[src/rtl/axil_mil_reg_slave.sv]
// AXI4-Lite register bank slave.
// Independent write/read engines, one outstanding transaction each.
module axil_mil_reg_slave #(
    parameter int AW    = 32,
    parameter int DW    = 32,
    parameter int NREGS = 16
) (
    input  logic                clk,
    input  logic                rst,
    input  logic                awvalid,
    output logic                awready,
    input  logic [AW-1:0]       awaddr,
    input  logic [2:0]          awprot,
    input  logic                wvalid,
    output logic                wready,
    input  logic [DW-1:0]       wdata,
    input  logic [DW/8-1:0]     wstrb,
    output logic                bvalid,
    input  logic                bready,
    output logic [1:0]          bresp,
    input  logic                arvalid,
    output logic                arready,
    input  logic [AW-1:0]       araddr,
    input  logic [2:0]          arprot,
    output logic                rvalid,
    input  logic                rready,
    output logic [DW-1:0]       rdata,
    output logic [1:0]          rresp,
    output logic [NREGS*DW-1:0] reg_q,
    output logic [NREGS-1:0]    reg_wr
);

    localparam int SW  = DW / 8;
    localparam int OFF = $clog2(SW);
    localparam int IW  = $clog2(NREGS);
    localparam logic [AW-1:0] LIMIT = AW'(NREGS * SW);

    typedef enum logic {W_IDLE, W_RESP} wstate_t;
    typedef enum logic {R_IDLE, R_DATA} rstate_t;

    wstate_t wstate, wstate_d;
    rstate_t rstate, rstate_d;

    logic          aw_got, aw_got_d, w_got, w_got_d;
    logic [AW-1:0] aw_addr_q;
    logic [DW-1:0] w_data_q;
    logic [SW-1:0] w_strb_q;

    logic          aw_hs, w_hs, ar_hs, commit, wr_hit, rd_hit;
    logic [AW-1:0] wr_addr;
    logic [DW-1:0] wr_data;
    logic [SW-1:0] wr_strb;
    logic [IW-1:0] wr_idx, rd_idx;

    logic [DW-1:0] regs [NREGS];

    logic unused_prot;
    assign unused_prot = ^{awprot, arprot};

    for (genvar gi = 0; gi < NREGS; gi++) begin : g_q
        assign reg_q[gi*DW +: DW] = regs[gi];
    end

    assign bvalid = (wstate == W_RESP);
    assign rvalid = (rstate == R_DATA);

    // Write engine: merge captured/live AW and W, decide commit and next state
    always_comb begin
        aw_hs    = awvalid & awready;
        w_hs     = wvalid & wready;
        wr_addr  = aw_got ? aw_addr_q : awaddr;
        wr_data  = w_got ? w_data_q : wdata;
        wr_strb  = w_got ? w_strb_q : wstrb;
        wr_idx   = wr_addr[OFF +: IW];
        commit   = (wstate == W_IDLE) && (aw_got || aw_hs) && (w_got || w_hs);
        wr_hit   = commit && (wr_addr < LIMIT);
        wstate_d = wstate;
        aw_got_d = aw_got;
        w_got_d  = w_got;
        unique case (wstate)
            W_IDLE: begin
                if (commit) begin
                    wstate_d = W_RESP;
                    aw_got_d = 1'b0;
                    w_got_d  = 1'b0;
                end else begin
                    aw_got_d = aw_got | aw_hs;
                    w_got_d  = w_got | w_hs;
                end
            end
            W_RESP: if (bready) wstate_d = W_IDLE;
            default: wstate_d = W_IDLE;
        endcase
    end

    // Write engine state, holding registers, registered readies and response
    always_ff @(posedge clk or posedge rst) begin
        if (rst) begin
            wstate    <= W_IDLE;
            aw_got    <= 1'b0;
            w_got     <= 1'b0;
            aw_addr_q <= '0;
            w_data_q  <= '0;
            w_strb_q  <= '0;
            awready   <= 1'b0;
            wready    <= 1'b0;
            bresp     <= 2'b00;
        end else begin
            wstate  <= wstate_d;
            aw_got  <= aw_got_d;
            w_got   <= w_got_d;
            awready <= (wstate_d == W_IDLE) && !aw_got_d;
            wready  <= (wstate_d == W_IDLE) && !w_got_d;
            if (aw_hs) aw_addr_q <= awaddr;
            if (w_hs) begin
                w_data_q <= wdata;
                w_strb_q <= wstrb;
            end
            if (commit) bresp <= wr_hit ? 2'b00 : 2'b10;
        end
    end

    // Register bank byte-masked update and one-cycle write pulse
    always_ff @(posedge clk or posedge rst) begin
        if (rst) begin
            for (int i = 0; i < NREGS; i++) regs[i] <= '0;
            reg_wr <= '0;
        end else begin
            reg_wr <= '0;
            if (wr_hit) begin
                reg_wr[wr_idx] <= 1'b1;
                for (int b = 0; b < SW; b++) begin
                    if (wr_strb[b]) regs[wr_idx][b*8 +: 8] <= wr_data[b*8 +: 8];
                end
            end
        end
    end

    // Read engine next-state
    always_comb begin
        ar_hs    = arvalid & arready;
        rd_idx   = araddr[OFF +: IW];
        rd_hit   = araddr < LIMIT;
        rstate_d = rstate;
        unique case (rstate)
            R_IDLE: if (ar_hs) rstate_d = R_DATA;
            R_DATA: if (rready) rstate_d = R_IDLE;
            default: rstate_d = R_IDLE;
        endcase
    end

    // Read engine state, ready and data capture (pre-edge register value)
    always_ff @(posedge clk or posedge rst) begin
        if (rst) begin
            rstate  <= R_IDLE;
            arready <= 1'b0;
            rdata   <= '0;
            rresp   <= 2'b00;
        end else begin
            rstate  <= rstate_d;
            arready <= (rstate_d == R_IDLE);
            if (ar_hs) begin
                rdata <= rd_hit ? regs[rd_idx] : '0;
                rresp <= rd_hit ? 2'b00 : 2'b10;
            end
        end
    end

endmodule

[config.mk]
export PLATFORM = sky130hd
export DESIGN_NAME = axil_mil_reg_slave
export DESIGN_NICKNAME = d
export VERILOG_FILES = /design/src/rtl/axil_mil_reg_slave.sv
export SDC_FILE = /design/constraint.sdc
export NUM_CORES = 1
export LEC_CHECK = 0
export ABC_AREA = 0
export CAP_MARGIN = 20
export CORE_AREA = 2 2 262 264
export CTS_CLUSTER_DIAMETER = 100
export DETAILED_ROUTE_END_ITERATION = 8
export DIE_AREA = 0 0 264 266
export GPL_TIMING_DRIVEN = 0
export PLACE_DENSITY = 0.72
export SLEW_MARGIN = 30
export SYNTH_ARGS = -nofsm -noshare
export SYNTH_HDL_FRONTEND = slang
export SYNTH_SLANG_ARGS = --single-unit
[constraint.sdc]
create_clock -name clk -period 21.1 [get_ports clk]
set_input_delay 4.22 -clock clk [delete_from_list [all_inputs] [get_ports clk]]
set_output_delay 4.22 -clock clk [all_outputs]
set_load 0.1 [all_outputs]
## Yosys cells after proc, flatten, opt, wreduce, memory -nomap -nowiden

Index checks and enable logic that the tools add are counted.

- Shifts and indexed selects: 0
- Reduce and logical (&&, ||, !) cells: 11
- $lt $le $gt $ge: 7
- Div/mod/pow operators: 0
- Multipliers: 0
- Equal/unequal tests: 0
- Mux-type cells: 41
- $add $sub $neg: 0
- Bitwise gates (word level): 11

Operators with widths:

| operator | number |
|---|---|
| $mux 512 | 7 |
| $bwmux 512 | 4 |
| $demux 32 s4 | 4 |
| $mux 32 | 6 |
| $bmux 32 s4 | 1 |
| $lt 32x7->1 const B | 2 |
| $mux 16 | 2 |
| $mux 24 | 1 |
| $ge 5x5->1 const B | 2 |
| $not 4->5 | 2 |
| $mux 1 | 9 |
| $mux 8 | 1 |
| $logic_and 1x1->1 | 7 |
| $lt 4x5->1 const B | 1 |
| $lt 5x1->1 const B | 1 |
| $demux 1 s4 | 1 |
| $ge 4x1->1 const B | 1 |
| $mux 2 | 2 |
| $mux 4 | 1 |
| $not 1->1 | 4 |
| $pmux 1 s2 | 2 |
| $and 1x1->1 | 3 |
| $logic_not 1->1 | 2 |
| $logic_or 1x1->1 | 2 |
| $or 1x1->1 | 2 |

- Input bits: 113
- RAM bits: 0
- Memories: 0
- Bits in latches: 0
- Memory bits (read-only): 0
- Flip-flop bits (word level): 639
- Output and inout bits: 569

## Longest topological paths before layout

- Depth in word-level cells: 17
- Mapped depth: 7
- Mapped depth without buffers: 5

## Worst setup path before layout

OpenSTA, ideal clock, no wires.

- Path kind: input to register
- Start point: input port araddr[3]
- End point: register rdata[13]
- Data arrival time: 6.239 ns
- Library setup time: 0.122 ns
- Path slack: 14.739 ns
- Required time: 20.978 ns
- Stages: 6
- Cell sequence: clkbuf_1 -> buf_1 -> mux4_2 -> a22oi_1 -> nand2_1 -> a22o_1

- Longest elaborated chain between the ends: 5
- Elaborated cells between the ends (all ways): 6
- Classes of those cells: order compare (1); mux (4); bitwise (1)

RTL lines:

| what | RTL line | text |
|---|---|---|
| start, declared | 23 | `input logic [AW-1:0] araddr,` |
| parallel branches: the longest is 4 deep, another holds $lt 32x7->1 | - |  |
| $mux 32 (*) | 163 | `rdata <= rd_hit ? regs[rd_idx] : '0;` |
| end signal, assigned | 163 |  |
| end, declared | 27 | `output logic [DW-1:0] rdata,` |

Every way passes the cells marked *. The select of a mux whose other input is x is not followed.
A chain may end at the register's enable or synchronous reset.

## Worst setup path after layout

- Start point: input port awaddr[13]
- End point: register regs, in the netlist reg_q[14]

- Longest elaborated chain between the ends: 3

RTL lines:

| what | RTL line | text |
|---|---|---|
| start, declared | 12 | `input logic [AW-1:0] awaddr,` |
| $mux 32 | 71 | `wr_addr = aw_got ? aw_addr_q : awaddr;` |
| $lt 32x7->1 | 76 | `wr_hit = commit && (wr_addr < LIMIT);` |
| $logic_and 1x1->1 | 76 |  |
| end signal, assigned by index | 133 | `if (wr_strb[b]) regs[wr_idx][b*8 +: 8] <= wr_data[b*8 +: 8];` |
| end, declared | 55 | `logic [DW-1:0] regs [NREGS];` |

Every way passes these cells.

==> impl_metrics.tcl <==
set metrics [dict create \
    drt_wl_total_mm 107 \
    post_drt_wl_per_cell_microns 30.5 \
    synth_area_leaders "dfrtp_1 (56%), mux2_2 (24%), mux4_2 (10%)" \
    dpl_cell_area_sq_um 36200 \
    fin_skew_ns 0.0325 \
    cts_resized 0 \
    setup_violations 0 \
    yosysTopAreaCell "dfrtp_1" \
    tns_ns 0 \
    synth_compound_area_frac 0.0446 \
    total_power_mw 3.05 \
    post-route-util 0.567 \
    finalInstanceArea_sq_um 38400 \
    fin_crit_sh 0.354 \
    synthFlopType "dfrtp_1" \
    synth_top_family_by_area "multiplexers" \
    postSynthCellCount 1797 \
    slew_violations 0 \
    end_kind "flip-flop" \
    hold_class "flip-flop to flip-flop" \
    yosys.area_share.adder 0 \
    cts_made_buffers 70 \
    die_w_microns 264 \
    dieArea_sq_um 70200 \
    start_util 0.418 \
    clockRootBuffer "clkbuf_16" \
    postCtsSetupBuffers 0 \
    synth-edff-count 0 \
    postCtsHoldBufs 0 \
    yosysSeqAreaShare 0.561 \
    ys_warn_count 0 \
    h-tree-depth 3 \
    synth_most_common_cell "dfrtp_1" \
    drtIter0Drc 1395 \
    die_h_microns 266 \
    area_delta_synth_final_pct 35.7 \
    path_class "primary input to flip-flop" \
    grt_max_degree 33 \
    final_antenna_net_count 0 \
    drt_pass1_iterations 5 \
    synth.avg_cell_area_sq_um 15.8 \
    maxCapViolCount 0 \
    vias 20200 \
    worstPathArrival_ns 7.95 \
    grt_setup_unrepaired "no" \
    clock_path_buffers 3 \
    hpwl_mm 80.5 \
    vias_per_cell 5.78 \
    rows 96 \
    finalWeightedCongestion 0.917 \
    ys_types 43 \
    drive_gt1_frac 0.419 \
    clock.fmax_ghz 0.134 \
    fin_nets 2675 \
    grt_pass1_vias 21700 \
    status "completed" \
    worst_pin_slew_ns 1.06 \
    hold_viol_final 0 \
    reg2reg_setup_slack_ns 17.19 \
    r2r_cells 6 \
    synthArstFlopShare 1.00 \
    synth_area_sq_um 28300 \
    synthSimpleGateAreaFrac 0.0327 \
    irDropWorstVdd_mv 0.0608 \
    cts_tree "built" \
    fin_crit_ns 7.47 \
    path_clk_slew_ns 0.06 \
    slew_headroom 0.295 \
    overflow 0 \
    core_region_area_sq_um 67700 \
    hold_depth 1 \
    crit_fanout 10 \
    cts.sinks 635 \
    p_per_area_nw_per_um2 79.4 \
    p_leak_nw 17.9 \
    worstPathRequired_ns 21.58 \
    dp_cells 3371 \
    antenna_found_initial 7 \
    synth.ff_latch_count 635 \
    ios 682 \
    clock_latency_ns 0.61 \
    synth_top_area_share 0.561 \
    synth_mux_area_frac 0.345 \
    portBuffers 667 \
    grt_use_total 0.301 \
    grt_pass1_wl_mm 153 \
    synth_common_cells "dfrtp_1 (635), mux2_2 (597), mux4_2 (128)" \
    critPathLaunchType "primary input" \
    instances_no_fill 3502 \
    synth-xor-area-share 0 \
    drc 0 \
]
==> cell usage in the layout, fill, tap and decap left out, drive strengths merged, types with 6 or more instances in the layout <==
master	n
clkbuf	183
clkdlybuf4s50	535
nand2	100
diode	6
mux2	608
clkinv	11
mux4	128
a22o	32
buf	183
nor4	13
a2111oi	14
nor3	11
dfrtp	635
a22oi	65
nand3b	7
nor2	26
inv	8
==> critical path, cell delays in order <==
cell,delay [ns]
clkdlybuf4s50_1,0.42
nor4_1,0.35
nand3_1,0.56
buf_2,0.48
a211oi_2,0.67
nand2_1,0.73
mux2_2,0.51
==> sequential cells by signal, indices dropped and copies added (netlist names) <==
signal	count
aw_got	1
arready	1
wready	1
w_got	1
rdata	32
reg_wr	16
bvalid	1
aw_addr_q	30
bresp	1
reg_q	512
w_data_q	32
rvalid	1
w_strb_q	4
awready	1
rresp	1
==> logic make-up after synthesis <==
logic type / after synthesis
multiplexers: 741
AO/OA/AOI/OAI: 133
AND/OR/NAND/NOR: 176
buffers and inverters: 111
other: 1
flip-flops: 635
==> cell type report <==
| cell class | instances | area (sq um) |
|---|---|---|
| multi-input cells | 1052 | 12100 |
| well taps | 882 | 1100 |
| fillers | 5451 | 29300 |
| flip-flops and latches | 635 | 15900 |
| repair buffers | 692 | 6540 |
| diodes | 6 | 15.0 |
| clock inverters | 19 | 253 |
| clock buffers | 105 | 2070 |
| inverters | 7 | 30.0 |
| plain buffers | 104 | 453 |
==> per-layer routing <==
layer	part of all wire	up-vias	routed length (microns)	track usage
li1	-	8377	-	-
met4	0.048	2	5120	0.137
met3	0.075	208	8050	0.0826
met2	0.50	830	52900	0.511
met1	0.38	10800	40700	0.358
met5	0.00010	-	11	0
==> final timing paths <==
| check | end | start |
|---|---|---|
| worst max-delay path | reg_q[14] | awaddr[13] |
| worst min-delay path | w_data_q[10] | w_data_q[10] |
| worst max register to register | reg_q[14] | aw_got |
| worst min register to register | w_data_q[10] | w_data_q[10] |
| max in group asynchronous | reg_q[109] | rst |
| min in group asynchronous | reg_q[443] | rst |
==> through the flow <==
step	hold slack, ns	worst slack [ns]
floorplan	0.471	8.21
global placement	0.481	4.56
detailed placement	0.487	12.97
CTS	0.501	13.61
global route	0.511	13.46
finish	0.500	13.63
==> where the power goes <==
part           internal, mW  leakage, nW  switching, mW  total, mW
combinational         0.166         8.08          0.309      0.475
clock                 0.742         1.15          0.507       1.25
sequential             1.29         8.71         0.0413       1.33
Power figures use the tool's default switching activity.
==> RTL change 1, RTL diff (same flow settings) <==
Change the parameter `AW` from 32 to 64.
--- a/src/rtl/axil_mil_reg_slave.sv
+++ b/src/rtl/axil_mil_reg_slave.sv
@@ -3,3 +3,3 @@
 module axil_mil_reg_slave #(
-    parameter int AW    = 32,
+    parameter int AW    = 64,
     parameter int DW    = 32,
Ports: changed (resized araddr and awaddr); port bits go from 682 to 746. The function was not compared with the original's and may differ.
==> RTL change 1 against the original RTL <==
  * Worst setup slack gained 210 ps
  * Via count grew 11%
  * Wire length grew 12%
  * Critical path depth grew 3
  * Count of clock-buffer cells in the layout grew 1
  * Area after synthesis grew 13%
  * Worst hold slack lost 23 ps
  * Sequential cell count grew 32
  * Largest cell class unchanged
  * Maximum frequency grew 2.9%
  * Combinational power grew 24%
  * Clock skew shrank 8.8 ps
  * Power grew 10%
  * Global-route usage grew 3.7 points
  * Design area grew 12%
==> RTL change 1: results <==
{
  "gp_congestion": 0.916,
  "fillers": 5026,
  "relSlewSlack_pct": 29.0,
  "place_ws_ps": 13190,
  "wl_met3_um": 9380,
  "ir_drop_mv": 0.0584,
  "dr_wl_met2_um": 59700,
  "antenna_found_initial": 11,
  "cts_buffers": 73,
  "synth-seq-area-share_pct": 52.2,
  "grt_first_pass_wirelength_um": 171000,
  "stdcell_count": 3804,
  "slowest_stage": "a2111oi_4",
  "buffers": 935,
  "synthTopCellsByCount": "667 x dfrtp_1, 503 x mux2_2, 160 x mux4_2",
  "gr-usage-met1_pct": 40.1,
  "timing.final.crit_share_pct": 34.4,
  "cts_sinks": 667,
  "fin_nets": 3034,
  "dp_hpwl_um": 91300,
  "clkbuf_count": 106,
  "p_leak_uw": 0.0188,
  "crit_path_max_incr_delay_ps": 670,
  "worstRegToRegCells": 9,
  "pwr-share-comb_pct": 17.5,
  "synth_cell_types": 38,
  "placed_area_um2": 40700,
  "grt_pass1_vias": 23900,
  "worstSetupStartpoint": "awaddr[58]",
  "comb.multi_input.count": 1143,
  "switching_share_pct": 28.6,
  "grt_util_met3_pct": 8.88,
  "p_clk_share_pct": 39.7,
  "multi_input_area_share_pct": 33.7,
  "num_antenna_cells": 10,
  "routedLengthMet1_um": 44100,
  "fin_util_pct": 63.7,
  "met2_usage_pct": 57.9,
  "drive_gt1_share_pct": 43.2,
  "status": "complete, no violations",
  "switchingPower_uw": 961,
  "portBuffers": 730,
  "yosysTopAreaCellShare_pct": 52.2,
  "routed.top_layer": "met5",
  "finClkSkew_ps": 23.8
}
## RTL change 1: cell types whose count changed in the layout (fill, tap and decap cells not counted), sizes merged, moves of 37 or more
cell and change:
clkdlybuf4s50 +43, a22oi -60, nand3 +38, a2111oi +50, mux2 +37, buf +90
## RTL change 1: logic make-up (layout without fill, tap and decap cells)
group	after synthesis	in the layout	share of synthesized area, %
buf+inv	170	1102	2.43
mux	807	807	35.5
simple gates	220	220	3.48
compound gates	114	114	6.39
other cells	1	12	0.0117
flops	667	667	52.2
## RTL change 1: worst min-delay path by stage
stage	cells past startpoint	slack [ps]	to	startpoint
6_report	2	480	rdata[15]	rdata[15]
5_1_grt	2	510	rdata[24]	rdata[24]
4_1_cts	2	490	rdata[7]	rdata[7]
3_5_place_dp	2	470	rdata[10]	rdata[10]
3_3_place_gp	2	470	rdata[15]	rdata[15]
2_1_floorplan	1	470	aw_addr_q[59]	aw_addr_q[59]
==> RTL change 2, RTL diff (same settings) <==
Without the edit above. Make the reset (`rst`) synchronous in 3 clocked blocks.
--- a/src/rtl/axil_mil_reg_slave.sv
+++ b/src/rtl/axil_mil_reg_slave.sv
@@ -96,3 +96,3 @@
     // Write engine state, holding registers, registered readies and response
-    always_ff @(posedge clk or posedge rst) begin
+    always_ff @(posedge clk) begin
         if (rst) begin
@@ -123,3 +123,3 @@
     // Register bank byte-masked update and one-cycle write pulse
-    always_ff @(posedge clk or posedge rst) begin
+    always_ff @(posedge clk) begin
         if (rst) begin
@@ -152,3 +152,3 @@
     // Read engine state, ready and data capture (pre-edge register value)
-    always_ff @(posedge clk or posedge rst) begin
+    always_ff @(posedge clk) begin
         if (rst) begin
Function: not settled (the Yosys comparison gave no result); the edit may change what the design does.
==> RTL change 2 against the original RTL <==
  * Utilization up 2.2 points
  * Clock power down 3%
  * Sequential share of layout area up 3.3 points
  * Sequential cell count unchanged
  * Area after synthesis up 4.5%
  * Non-clock buffer count up 131
  * Power up 6.0%
  * Design area up 3.9%
  * Worst setup slack worse by 210 ps
  * Wire length up 31%
  * Maximum frequency down 2.8%
  * Worst hold slack worse by 46 ps
  * Critical path type unchanged
  * Critical endpoint is now regs[11][18]
  * Largest power group unchanged
==> RTL change 2: results <==
{
  "reg2reg_from": "aw_got",
  "grt_max_degree": 14,
  "fin_nets": 3135,
  "synthTopCellsByCount": "512 x edfxtp_1, 349 x nor3_1, 314 x nand2_1",
  "worstSetupStartpoint": "awaddr[14]",
  "min_from": "w_data_q[13]",
  "async_flop_share_pct": 0,
  "path_delay_family": "buffers and inverters",
  "muxShareOfSynthArea_pct": 13.5,
  "drt-total-wl_um": 140000,
  "min_path_cells": 2,
  "crit_path_max_incr_delay_ps": 1060,
  "synth-seq-area-share_pct": 60.3,
  "status": "complete, no violations",
  "seqPwrFrac_pct": 44.2,
  "synth_area_leaders": "edfxtp_1 52%, mux4_2 9.7%, dfxtp_1 8.3%",
  "avgSynthCellArea_um2": 13.1,
  "stdcell_count": 3963,
  "min_to": "w_data_q[13]",
  "synth_cell_types": 45,
  "slowest_stage": "o31ai_2",
  "portBuffers": 666,
  "arrival_ps": 7930,
  "placed_cells": 3832,
  "power_density_nw_per_um2": 81.1,
  "grt_pass1_vias": 24800
}
-- RTL change 2: cell types whose count changed in the layout (fill, tap and decap cells not counted), moves of 64 or more --
cell      change
dfrtp_1     -635
mux2_2      -561
edfxtp_1    +512
nor3_1      +338
nand2_1     +255
nor3_2      +177
dfxtp_1     +123
a21oi_1      +68
mux2i_1      +65
a22oi_1      -64
-- RTL change 2: worst min-delay path, cell delays in order (launching register included) --
cell and delay, ps:
dfxtp_1 310, nand2_1 50, a21oi_1 50
-- RTL change 2: cell type report --
cell class / count / area (um2)
fillers: 5457 / 27800
plain buffers: 236 / 1140
inverters: 1 / 3.75
flip-flops and latches: 635 / 17800
clock inverters: 35 / 211
diodes: 1 / 2.50
clock buffers: 95 / 2000
well taps: 882 / 1100
repair buffers: 691 / 6490
multi-input cells: 1387 / 11100
-- RTL change 2: metal layers --
layer	GRT usage, %	part of all wire (%)	vias up
li1	-	-	10200
met3	12.8	14	433
met5	0	0.030	-
met1	47.8	34	12700
met2	62.4	46	2333
met4	18.7	5.6	4
